==> src/rtl/fp_accum_stream.sv <==
// fp_accum_stream: FP32 stream accumulator keeping ADD_LAT interleaved partial sums in a pipelined adder, then reducing them.
module ahfp_add_sub_multi #(
  parameter int LAT = 7
) (
  input  logic        clk,
  input  logic [31:0] dataa,
  input  logic [31:0] datab,
  output logic [31:0] result
);
  // Round-to-nearest-even; subnormal inputs and results flush to zero; Inf/NaN are passed through.
  function automatic logic [31:0] fadd(input logic [31:0] a, input logic [31:0] b);
    logic [31:0] x, y;
    logic [26:0] mx, my, m;
    logic [53:0] sh;
    logic [27:0] s;
    logic [24:0] mr;
    logic signed [9:0] e;
    logic [7:0] d;
    int p;
    x = (a[30:0] >= b[30:0]) ? a : b;
    y = (a[30:0] >= b[30:0]) ? b : a;
    mx = (x[30:23] == 8'd0) ? 27'd0 : {1'b1, x[22:0], 3'b000};
    my = (y[30:23] == 8'd0) ? 27'd0 : {1'b1, y[22:0], 3'b000};
    d = x[30:23] - y[30:23];
    sh = {my, 27'd0} >> ((d > 8'd30) ? 8'd30 : d);
    my = sh[53:27] | {26'd0, |sh[26:0]};
    e = {2'b00, x[30:23]};
    if (x[31] == y[31]) begin
      s = {1'b0, mx} + {1'b0, my};
      m = s[27] ? {s[27:2], s[1] | s[0]} : s[26:0];
      e = e + {9'd0, s[27]};
    end else begin
      m = mx - my;
      p = 0;
      for (int i = 0; i < 27; i++) if (m[i]) p = i;
      m = m << (26 - p);
      e = e - 10'(26 - p);
    end
    mr = {1'b0, m[26:3]} + {24'd0, m[2] & (m[3] | m[1] | m[0])};
    if (mr[24]) begin
      mr = mr >> 1;
      e = e + 10'sd1;
    end
    if (x[30:23] == 8'hff) return x;
    if (m == 27'd0) return {x[31] & y[31], 31'd0};
    if (e <= 0) return {x[31], 31'd0};
    if (e >= 255) return {x[31], 8'hff, 23'd0};
    return {x[31], e[7:0], mr[22:0]};
  endfunction

  logic [31:0] sum_d;
  logic [31:0] pipe_q [LAT];

  always_comb sum_d = fadd(dataa, datab);

  always_ff @(posedge clk) begin
    pipe_q[0] <= sum_d;
    for (int i = 1; i < LAT; i++) pipe_q[i] <= pipe_q[i-1];
  end

  assign result = pipe_q[LAT-1];
endmodule

module fp_accum_stream #(
  parameter int ADD_LAT = 7,
  parameter int CNT_W   = 16
) (
  input  logic             clk,
  input  logic             rst_n,
  input  logic             start,
  input  logic             in_valid,
  output logic             in_ready,
  input  logic [31:0]      in_data,
  input  logic             in_neg,
  input  logic             finish,
  output logic             out_valid,
  input  logic             out_ready,
  output logic [31:0]      result,
  output logic [CNT_W-1:0] count
);
  typedef enum logic [1:0] {IDLE, ACCUM, DRAIN, OUT} state_t;

  state_t             state_q, state_d;
  logic [ADD_LAT-1:0] tag_q, tag_d;
  logic [31:0]        hold_q, hold_d, res_q, res_d, add_a, add_b, add_res;
  logic               hold_v_q, hold_v_d, acc, head, new_tag, clr;
  logic [CNT_W-1:0]   cnt_q, cnt_d;

  assign in_ready  = state_q == ACCUM;
  assign out_valid = state_q == OUT;
  assign result    = out_valid ? res_q : 32'd0;
  assign count     = out_valid ? cnt_q : '0;
  assign acc       = in_valid & in_ready;
  assign head      = tag_q[ADD_LAT-1];

  always_comb begin
    state_d  = state_q;
    hold_d   = hold_q;
    hold_v_d = hold_v_q;
    res_d    = res_q;
    cnt_d    = cnt_q;
    add_a    = 32'd0;
    add_b    = 32'd0;
    new_tag  = 1'b0;
    clr      = 1'b0;
    case (state_q)
      IDLE: begin
        clr     = start;
        state_d = start ? ACCUM : IDLE;
      end
      ACCUM: begin
        clr = start;
        if (!start) begin
          add_a   = acc ? {in_data[31] ^ in_neg, in_data[30:0]} : 32'd0;
          add_b   = head ? add_res : 32'd0;
          new_tag = acc | head;
          cnt_d   = cnt_q + CNT_W'(acc && !(&cnt_q));
          state_d = finish ? DRAIN : ACCUM;
        end
      end
      DRAIN: begin
        // Pair each emerging partial sum with the held one; a lone survivor with all tags clear is the total.
        if (head && !hold_v_q) begin
          hold_d   = add_res;
          hold_v_d = 1'b1;
        end else if (head) begin
          add_a    = add_res;
          add_b    = hold_q;
          new_tag  = 1'b1;
          hold_v_d = 1'b0;
        end else if (tag_q == '0) begin
          res_d   = hold_v_q ? hold_q : 32'd0;
          state_d = OUT;
        end
      end
      OUT: state_d = out_ready ? IDLE : OUT;
      default: state_d = IDLE;
    endcase
    if (clr) begin
      cnt_d    = '0;
      hold_v_d = 1'b0;
    end
    tag_d = clr ? '0 : {tag_q[ADD_LAT-2:0], new_tag};
  end

  always_ff @(posedge clk) begin
    if (!rst_n) begin
      state_q  <= IDLE;
      tag_q    <= '0;
      hold_q   <= 32'd0;
      hold_v_q <= 1'b0;
      res_q    <= 32'd0;
      cnt_q    <= '0;
    end else begin
      state_q  <= state_d;
      tag_q    <= tag_d;
      hold_q   <= hold_d;
      hold_v_q <= hold_v_d;
      res_q    <= res_d;
      cnt_q    <= cnt_d;
    end
  end

  ahfp_add_sub_multi #(.LAT(ADD_LAT)) u_add (
    .clk   (clk),
    .dataa (add_a),
    .datab (add_b),
    .result(add_res)
  );
endmodule
==> config.mk <==
export PLATFORM = sky130hd
export DESIGN_NAME = fp_accum_stream
export DESIGN_NICKNAME = d
export VERILOG_FILES = /design/src/rtl/fp_accum_stream.sv
export SDC_FILE = /design/constraint.sdc
export NUM_CORES = 1
export LEC_CHECK = 0
export CORE_MARGIN = 3
export CORE_UTILIZATION = 30
export DETAILED_ROUTE_END_ITERATION = 10
export PLACE_DENSITY = 0.53
export REMOVE_ABC_BUFFERS = 1
export SYNTH_ARGS = -nofsm -noshare
export SYNTH_HDL_FRONTEND = slang
export SYNTH_HIERARCHICAL = 1
export SYNTH_SLANG_ARGS = --single-unit
==> constraint.sdc <==
create_clock -name clk -period 18.4 [get_ports clk]
set_input_delay 1.84 -clock clk [delete_from_list [all_inputs] [get_ports clk]]
set_output_delay 1.84 -clock clk [all_outputs]
set_load 0.005 [all_outputs]
# After elaboration in Yosys (flattened, before gate mapping)
# Memories as Yosys holds them, arrays and structs flattened.
# Cells that the tools add are included.
[word_totals] mem_count=1 elab_cells=145 ram_bits=224 reg_bits=90 out_inout_bits=50 in_bits=39
[classes] n_eq_ne=9 n_reduce_logical=19 shift=2 n_mux=82 add_sub_neg=9 bitwise_logic=13 magnitude_cmp=4
[mem_list] memory="u_add.pipe_q" depth=7 word_bits=32 rd=7 rd_ports_with_merged_regs=0 write_ports=7 line="52" source="logic [31:0] pipe_q [LAT];"
[op_table] operator="32-bit 2-to-1 mux" n=45
[op_table] operator="32-bit one-hot mux with 2 select lines" n=2
[op_table] operator="27-bit 2-to-1 mux" n=4
[op_table] operator="54-bit by 8-bit right shift with 54-bit output" n=1
[op_table] operator="27-bit by 32-bit left shift with 27-bit output" n=1
[op_table] operator="6-bit by 32-bit subtractor with 32-bit output, first input constant" n=1
[op_table] operator="31-bit greater-or-equal comparator" n=1
[op_table] operator="27-bit by 27-bit adder with 28-bit output" n=1
[op_table] operator="27-bit zero test" n=1
[op_table] operator="27-bit by 1-bit OR with 27-bit output" n=1
[op_table] operator="27-bit OR reduction" n=1
[op_table] operator="27-bit subtractor" n=1
[op_table] operator="24-bit by 1-bit adder with 25-bit output" n=1
[op_table] operator="23-bit 2-to-1 mux" n=1
[op_table] operator="10-bit 2-to-1 mux" n=2
[op_table] operator="1-bit 2-to-1 mux" n=18
[op_table] operator="16-bit by 1-bit adder with 16-bit output" n=1
[op_table] operator="8-bit zero test" n=2
[op_table] operator="16-bit 2-to-1 mux" n=1
[op_table] operator="16-bit AND reduction" n=1
[op_table] operator="2-bit 2-to-1 mux" n=6
[op_table] operator="10-bit by 2-bit adder with 10-bit output, second input constant" n=1
[op_table] operator="10-bit by 9-bit greater-or-equal comparator with 1-bit output, second input constant" n=1
[op_table] operator="10-bit by 1-bit <= comparator with 1-bit output, second input constant" n=1
[op_table] operator="24 further kinds" n=42

# Depth between registers and ports, before layout
# Gate-level depths: netlist of run 1.
[logic_depth] depth_word=60 depth_mapped=85 depth_no_buf=67

# By module
# The synthesis of run 1 kept the hierarchy.
[by_module_without_submodules] module="ahfp_add_sub_multi" cells_per_inst=2079 n_inst=1 seq_area_each_um2=4484.3 area_per_inst_um2=16276.9
[by_module_without_submodules] module="fp_accum_stream" cells_per_inst=626 n_inst=1 seq_area_each_um2=1801.7 area_per_inst_um2=4978.5

# Worst setup path before layout of run 1
# OpenSTA, ideal clock, no wires.
[synth_timing] path_type="input port to flip-flop" start="input start" end="memory u_add.pipe_q[0][21]" stages=72 setup_slack_ns=2.170 n_path_buf=15 arrival_ns=16.102 required_ns=18.272 setup_time_ns=0.128 path_cell_list="nor2b_1 > buf_2 > and2_1 > buf_2 > buf_2 > a22oi_1 > nor2b_1 > inv_1 > ha_1 > nand4_2 > nor4_4 > a311oi_2 > and3b_1 > buf_2 > nand2_1 > buf_2 > buf_2 > buf_2 > (+36 left out) > and2_1 > ha_1 > inv_1 > nor2_1 > nand2_1 > o22a_1 > nor2_1 > ha_1 > o21ai_0 > nor4_4 > nand4_2 > buf_2 > nor4_2 > xor2_1 > o41a_1 > nand4_1 > buf_2 > o22ai_1"
[synth_lines] element="start, declared" line="70" source="input logic start,"
[synth_lines] element="end, declared" line="52"

==> results.cfg, run 1 <==
[outcome]
status = finished, final reports clean

[finish]
multiInputGateArea_um2 = 13820
fillers = 7370
design_area_um2 = 24210
drive_gt1_share_pct = 8.587
layout_commonest_cell = dfxtp_1
most-common-layout-cells = dfxtp_1, nand2_1, nor2_1
ff_latch_area_um2 = 6286
insertedDiodeCount = 0
area_growth_pct = 13.92
nets = 2880
layout.cells.non_filler = 3691

[place]
place_ws_ps = 527.2
place_hpwl_um = 62470
dp.cells = 3636
io_buffers = 88
gp_congestion = 0.9818
placed_area_um2 = 23170

[floorplan]
dieArea_um2 = 74080
rows = 96
fp.dieW_um = 272.2
die_y_um = 272.2
pin_count = 89
start_util_pct = 30.62
placeableCoreArea_um2 = 69430

[pwr]
p_leak_nw = 9.229
combPwrFrac_pct = 52.7
power.density_nw_per_um2 = 117.9
power.switching_mw = 1.296
sw_frac_of_total_pct = 45.38
power.clock.fraction_pct = 22.1
vdd_drop_max_mv = 0.07184
seq_power_share_pct = 25.2
p_int_mw = 1.560

[timing]
timing.final.ws_setup_ps = 1213
min_period_ps = 17190
rsz0062_at_grt = no
hold_viol_final = 0
tightestPinTransition_ps = 1178
holdWs_ps = 316.5
final_max_slew_viol_count = 0
clock.fmax_mhz = 58.18
min_period_over_period_pct = 93.41
finClkSkew_ps = 18.90
setup_viol = 0
relSlewSlack_pct = 20.63

[detailed_routing]
drtIter0Drc = 1721
detail-route-antenna-nets = 0
vias = 20620
drt_drc_violations_left = 0
drt-vias-per-instance = 5.587
drt_wl_total_um = 79270
dr.pass1.iters = 8
wire_per_inst_um = 21.48

[flow_run]
drv_cap = 0

[clock_network]
cts_buffers = 30
worstSkewPairLatency_ps = 570
htreeDepth = 1
cts_buffer_depth = 3
clk_pin_slew_ps = 70
cts_tree = built
cts_root_buf = clkbuf_16
cts.sinks = 314

[worst_setup_path]
path_common_cell = o21ai_0
max_stage_delay_ps = 750
cp-start-kind = primary input
path_delay_family = simple AND/OR/NAND/NOR gates
required_ps = 18820
crit_buf_inv = 8
path_class = primary input to register
cp_max_fo = 22
worst-endpoint-arrival_ps = 17600
end_kind = register
slowest_stage = or4_1

[logic_synthesis]
synth_seq_area_share_pct = 29.57
netlist_instances = 2705
synth_edf_count = 0
synth-main-ff-cell = dfxtp_1
postSynthAreaPerCell_um2 = 7.858
async_flop_share_pct = 0
ys_types = 117
yosys_warnings = 6
syn_area_um2 = 21260
synth_seq_cells = 314

[global_route]
overflow = 0
antenna_found_initial = 1
grt_usage_pct = 20.57
grt_pass1_wl_um = 121300
grt_max_degree = 66
grt_pass1_vias = 19940

[worst_hold_path]
hold_class = register to register
==> synthesized netlist by cell type (all sizes together) (65+ instances only) <==
cell,number,area share (%)
ha,101,5.9
nand2,288,5.1
a22oi,72,2.5
inv,114,2.0
nor2,228,4.1
o21ai,120,2.9
dfxtp,314,30
clkbuf,104,1.8
and2,75,2.2
a21oi,159,3.8
nand3,109,2.6
nor2b,80,2.4
nor3,65,1.6
a21boi,68,2.4
mux2i,65,3.1
==> power groups by stage <==
stage          Sequential (mW)  Clock (mW)  Combinational (mW)
3_3_place_gp             0.734           0                1.47
3_5_place_dp             0.734           0                1.45
2_1_floorplan            0.727           0               0.944
5_1_grt                  0.721       0.677                1.60
4_1_cts                  0.719       0.654                1.46
6_report                 0.719       0.633                1.50
==> cells by family (layout without fill, tap and decap cells) <==
family,count (synthesis),in the layout,synth area share [%]
and+or+nand+nor,1061,1061,25.59
AOI/OAI and AO/OA,778,778,25.68
DFF,314,314,29.57
buffers and inverters,283,336,5.586
adders and majority gates,103,103,6.134
xor gates and xnor gates,89,89,3.773
muxes,76,76,3.644
other,1,3,0.01764
==> layer usage <==
metal  wire (um)  part of all wire [%]  GRT usage [%]
met1       36510                    46          28.67
met4        2191                   2.8          5.465
met3        4510                   5.7          1.938
met5           0                     0              0
met2       36050                    45          33.92
==> sequential cells by signal, indices dropped and copies added (netlist names) <==
| name | cells |
|---|---|
| u_add/pipe_q | 224 |
| cnt_q | 16 |
| res_q | 32 |
| state_q | 2 |
| hold_v_q | 1 |
| hold_q | 32 |
| tag_q | 7 |
==> worst paths after layout <==
check | start | to | slack (ps) | cells after the start
worst max register to register | state_q[0] | u_add/pipe_q[0][25] | 2220 | 64
worst min-delay path | u_add/pipe_q[5][27] | u_add/pipe_q[6][27] | 320 | 0
worst max-delay path | start | u_add/pipe_q[0][25] | 1210 | 66
worst min register to register | u_add/pipe_q[5][27] | u_add/pipe_q[6][27] | 320 | 0
==> stage by stage <==
| step | power (mW) | TNS [ps] | util, % |
|---|---|---|---|
| floorplan | 1.671 | -2209 | - |
| global placement | 2.201 | 0 | 33.37 |
| global route | 2.998 | 0 | 34.88 |
| detailed placement | 2.185 | 0 | 33.37 |
| finish | 2.856 | 0 | 34.88 |
| CTS | 2.833 | 0 | 34.85 |
==> cell type report <==
cell class              instances  share of cell area [%]
multi-input cells            2110                   57.08
flip-flops and latches        314                   25.96
repair buffers                167                   6.118
well taps                     931                   4.811
clock buffers                  37                   3.374
inverters                     115                   1.793
clock inverters                17                  0.8629
==> what timing repair did <==
action                                  CTS  global route
setup buffers                             0             1
endpoints found under the setup margin    0            27
gates resized for setup                   0             3
hold endpoints to repair                  0             0
hold buffers                              0             0
Note: power is estimated with default switching activity, not from simulation.
==> run 2: changes to the inputs <==
- SYNTH_HIERARCHICAL: 1 -> unset
==> run 2 against run 1 <==
Against the previous run:
- sequential share of layout area down 1.6 points
- clock power is 3.8% higher
- first-iteration DRC count grew 36%
- synthesized cell count rose by 5.1%
- total power grew 63%
- wire length increased by 11%
- non-clock buffer count rose by 74
- critical path type unchanged
- largest cell class unchanged
- largest power group unchanged
- highest routed layer unchanged
==> results.cfg, run 2 <==
[outcome]
status = finished, final reports clean

[logic_synthesis]
netlist_instances = 2843
synth_edf_count = 0
synth_fa_ha_area_share_pct = 6.338
yosys_warnings = 0
postSynthAreaPerCell_um2 = 7.763
synth_seq_area_share_pct = 28.48
synth_xor_area_share_pct = 3.866
synth_compound_area_share_pct = 27.24
synthTopCellsByCount = dfxtp_1, nor2_1, nand2_1
synth_top_family_by_area = compound AO/OA/AOI/OAI gates
synth_top_area_share_pct = 28.48
syn_area_um2 = 22070
synthMuxAreaShare_pct = 4.048
synth.most_common_cell = dfxtp_1
synth-main-ff-cell = dfxtp_1
ys_types = 124
synth_top_cell_by_area = dfxtp_1
async_flop_share_pct = 0
synthTopCellsByArea = dfxtp_1, ha_1, nor2_1
yosys.area_share.simple_pct = 25.30
synth_seq_cells = 314

[detailed_routing]
wire_per_inst_um = 22.39
drt_wl_total_um = 87890
drt_drc_violations_left = 0
detail-route-antenna-nets = 0
drtIter0Drc = 2339
drt-vias-per-instance = 5.667
vias = 22250
dr.pass1.iters = 7

[timing]
setup_viol = 0
final_max_slew_viol_count = 0
finClkSkew_ps = 37.75
relSlewSlack_pct = 24.66
clock.fmax_mhz = 57.24
hold_viol_final = 0
min_period_ps = 17470
tightestPinTransition_ps = 1118
min_period_over_period_pct = 94.95

[finish]
nets = 3101
drive_gt1_share_pct = 10.52
fillers = 7629
fin_util_pct = 35.69
largest_register = u_add.pipe_q
insertedDiodeCount = 0
most-common-layout-cells = dfxtp_1, nor2_1, nand2_1
area_growth_pct = 16.80
largest_register_ffs = 224
top_regs = u_add.pipe_q x224, hold_q x32, res_q x32
layout_commonest_cell = dfxtp_1

[worst_setup_path]
path_common_cell = buf_4
cp-start-kind = primary input
required_ps = 18870
slowest_stage = or4_1
end_kind = register
cp_max_fo = 23
worst-endpoint-arrival_ps = 17940
path_class = primary input to register
max_stage_delay_ps = 620

[pwr]
p_int_mw = 2.183
power.clock.fraction_pct = 14.1
seq_power_share_pct = 15.0
power.density_nw_per_um2 = 180.8
vdd_drop_max_mv = 0.1724
combPwrFrac_pct = 70.9
total_power_mw = 4.660
p_leak_nw = 9.643
sw_frac_of_total_pct = 53.16
power.switching_mw = 2.477

[global_route]
grt_usage_pct = 21.83
antenna_found_initial = 0
overflow = 0
grt_max_degree = 74
grt_pass1_wl_um = 132600
grt_pass1_vias = 20820

[floorplan]
dieArea_um2 = 76860
pin_count = 89
rows = 98
fp.dieW_um = 277.2
placeableCoreArea_um2 = 72220
start_util_pct = 30.56
die_y_um = 277.2

[clock_network]
cts_buffers = 30
htreeDepth = 1
cts_buffer_depth = 3
cts_tree = built
worstSkewPairLatency_ps = 600
clk_pin_slew_ps = 70
cts.sinks = 314
cts_root_buf = clkbuf_16
cts-hold-fix-buffers = 0

[place]
io_buffers = 88
gp_congestion = 1.004
place_hpwl_um = 70780

[flow_run]
drv_cap = 0

[worst_hold_path]
hold_class = register to register
run 2: cells by family (layout without fill, tap and decap cells):
logic type / after synthesis / in the layout
and+or+nand+nor: 1138 / 1138
AOI/OAI and AO/OA: 840 / 840
DFF: 314 / 314
buffers and inverters: 259 / 390
adders and majority gates: 110 / 110
xor gates and xnor gates: 94 / 94
muxes: 87 / 87
other: 1 / 3
run 2: repair_timing:
| item | CTS | global route |
|---|---|---|
| resized for setup | 0 | 11 |
| buffers inserted | 0 | 10 |
| setup endpoints to repair | 0 | 27 |
run 2: cell type report:
| cell class | count | area [um^2] | area share (%) |
|---|---|---|---|
| Timing Repair Buffer | 241 | 2024 | 7.853 |
| Clock inverter | 22 | 281.5 | 1.092 |
| Multi-Input combinational cell | 2272 | 14840 | 57.57 |
| Tap cell | 950 | 1189 | 4.611 |
| Inverter | 93 | 350.3 | 1.359 |
| Clock buffer | 34 | 805.8 | 3.126 |
| Sequential cell | 314 | 6286 | 24.38 |
run 2: through the flow:
step                setup TNS, ps  hold slack [ps]  instance area, um^2  setup slack [ps]  cells
CTS                             0            323.3                25650             637.8   3916
detailed placement              0            312.1                24560             78.88   3860
global placement                0            309.8                24560             76.74   3860
finish                          0            320.0                25780             928.5   3926
floorplan                  -63200            309.6                21390             -2167   2679
global route               -28.90            317.4                25780            -28.90   3926
run 2: routing by layer:
layer,vias up,global-route usage (%),part of all wire [%]
met1,10510,30.06,45
met3,181,2.293,6.5
met4,0,8.136,4.1
li1,10630,-,-
met2,926,35.12,45
met5,-,0,0
run 2: final timing paths:
check	from	to	slack [ps]	depth (start not counted)
max reg2reg	state_q[0]	u_add.pipe_q[0][3]	1360	57
max	start	u_add.pipe_q[0][3]	930	58
min	u_add.pipe_q[1][16]	u_add.pipe_q[2][16]	320	0
min reg2reg	u_add.pipe_q[1][16]	u_add.pipe_q[2][16]	320	0
run 2: critical path: cells and delay by family:
family / cells / cell delay, ps
AOI/OAI and AO/OA: 23 / 6470
and+or+nand+nor: 19 / 5360
buffers and inverters: 8 / 2050
adders and majority gates: 5 / 1690
xor gates and xnor gates: 3 / 500
run 2: power by group through the flow:
stage,combinational (mW),clock (mW),sequential [mW]
6_report,3.30,0.657,0.700
2_1_floorplan,1.92,0,0.712
3_5_place_dp,3.15,0,0.716
3_3_place_gp,3.21,0,0.716
4_1_cts,3.16,0.676,0.700
5_1_grt,3.48,0.703,0.701
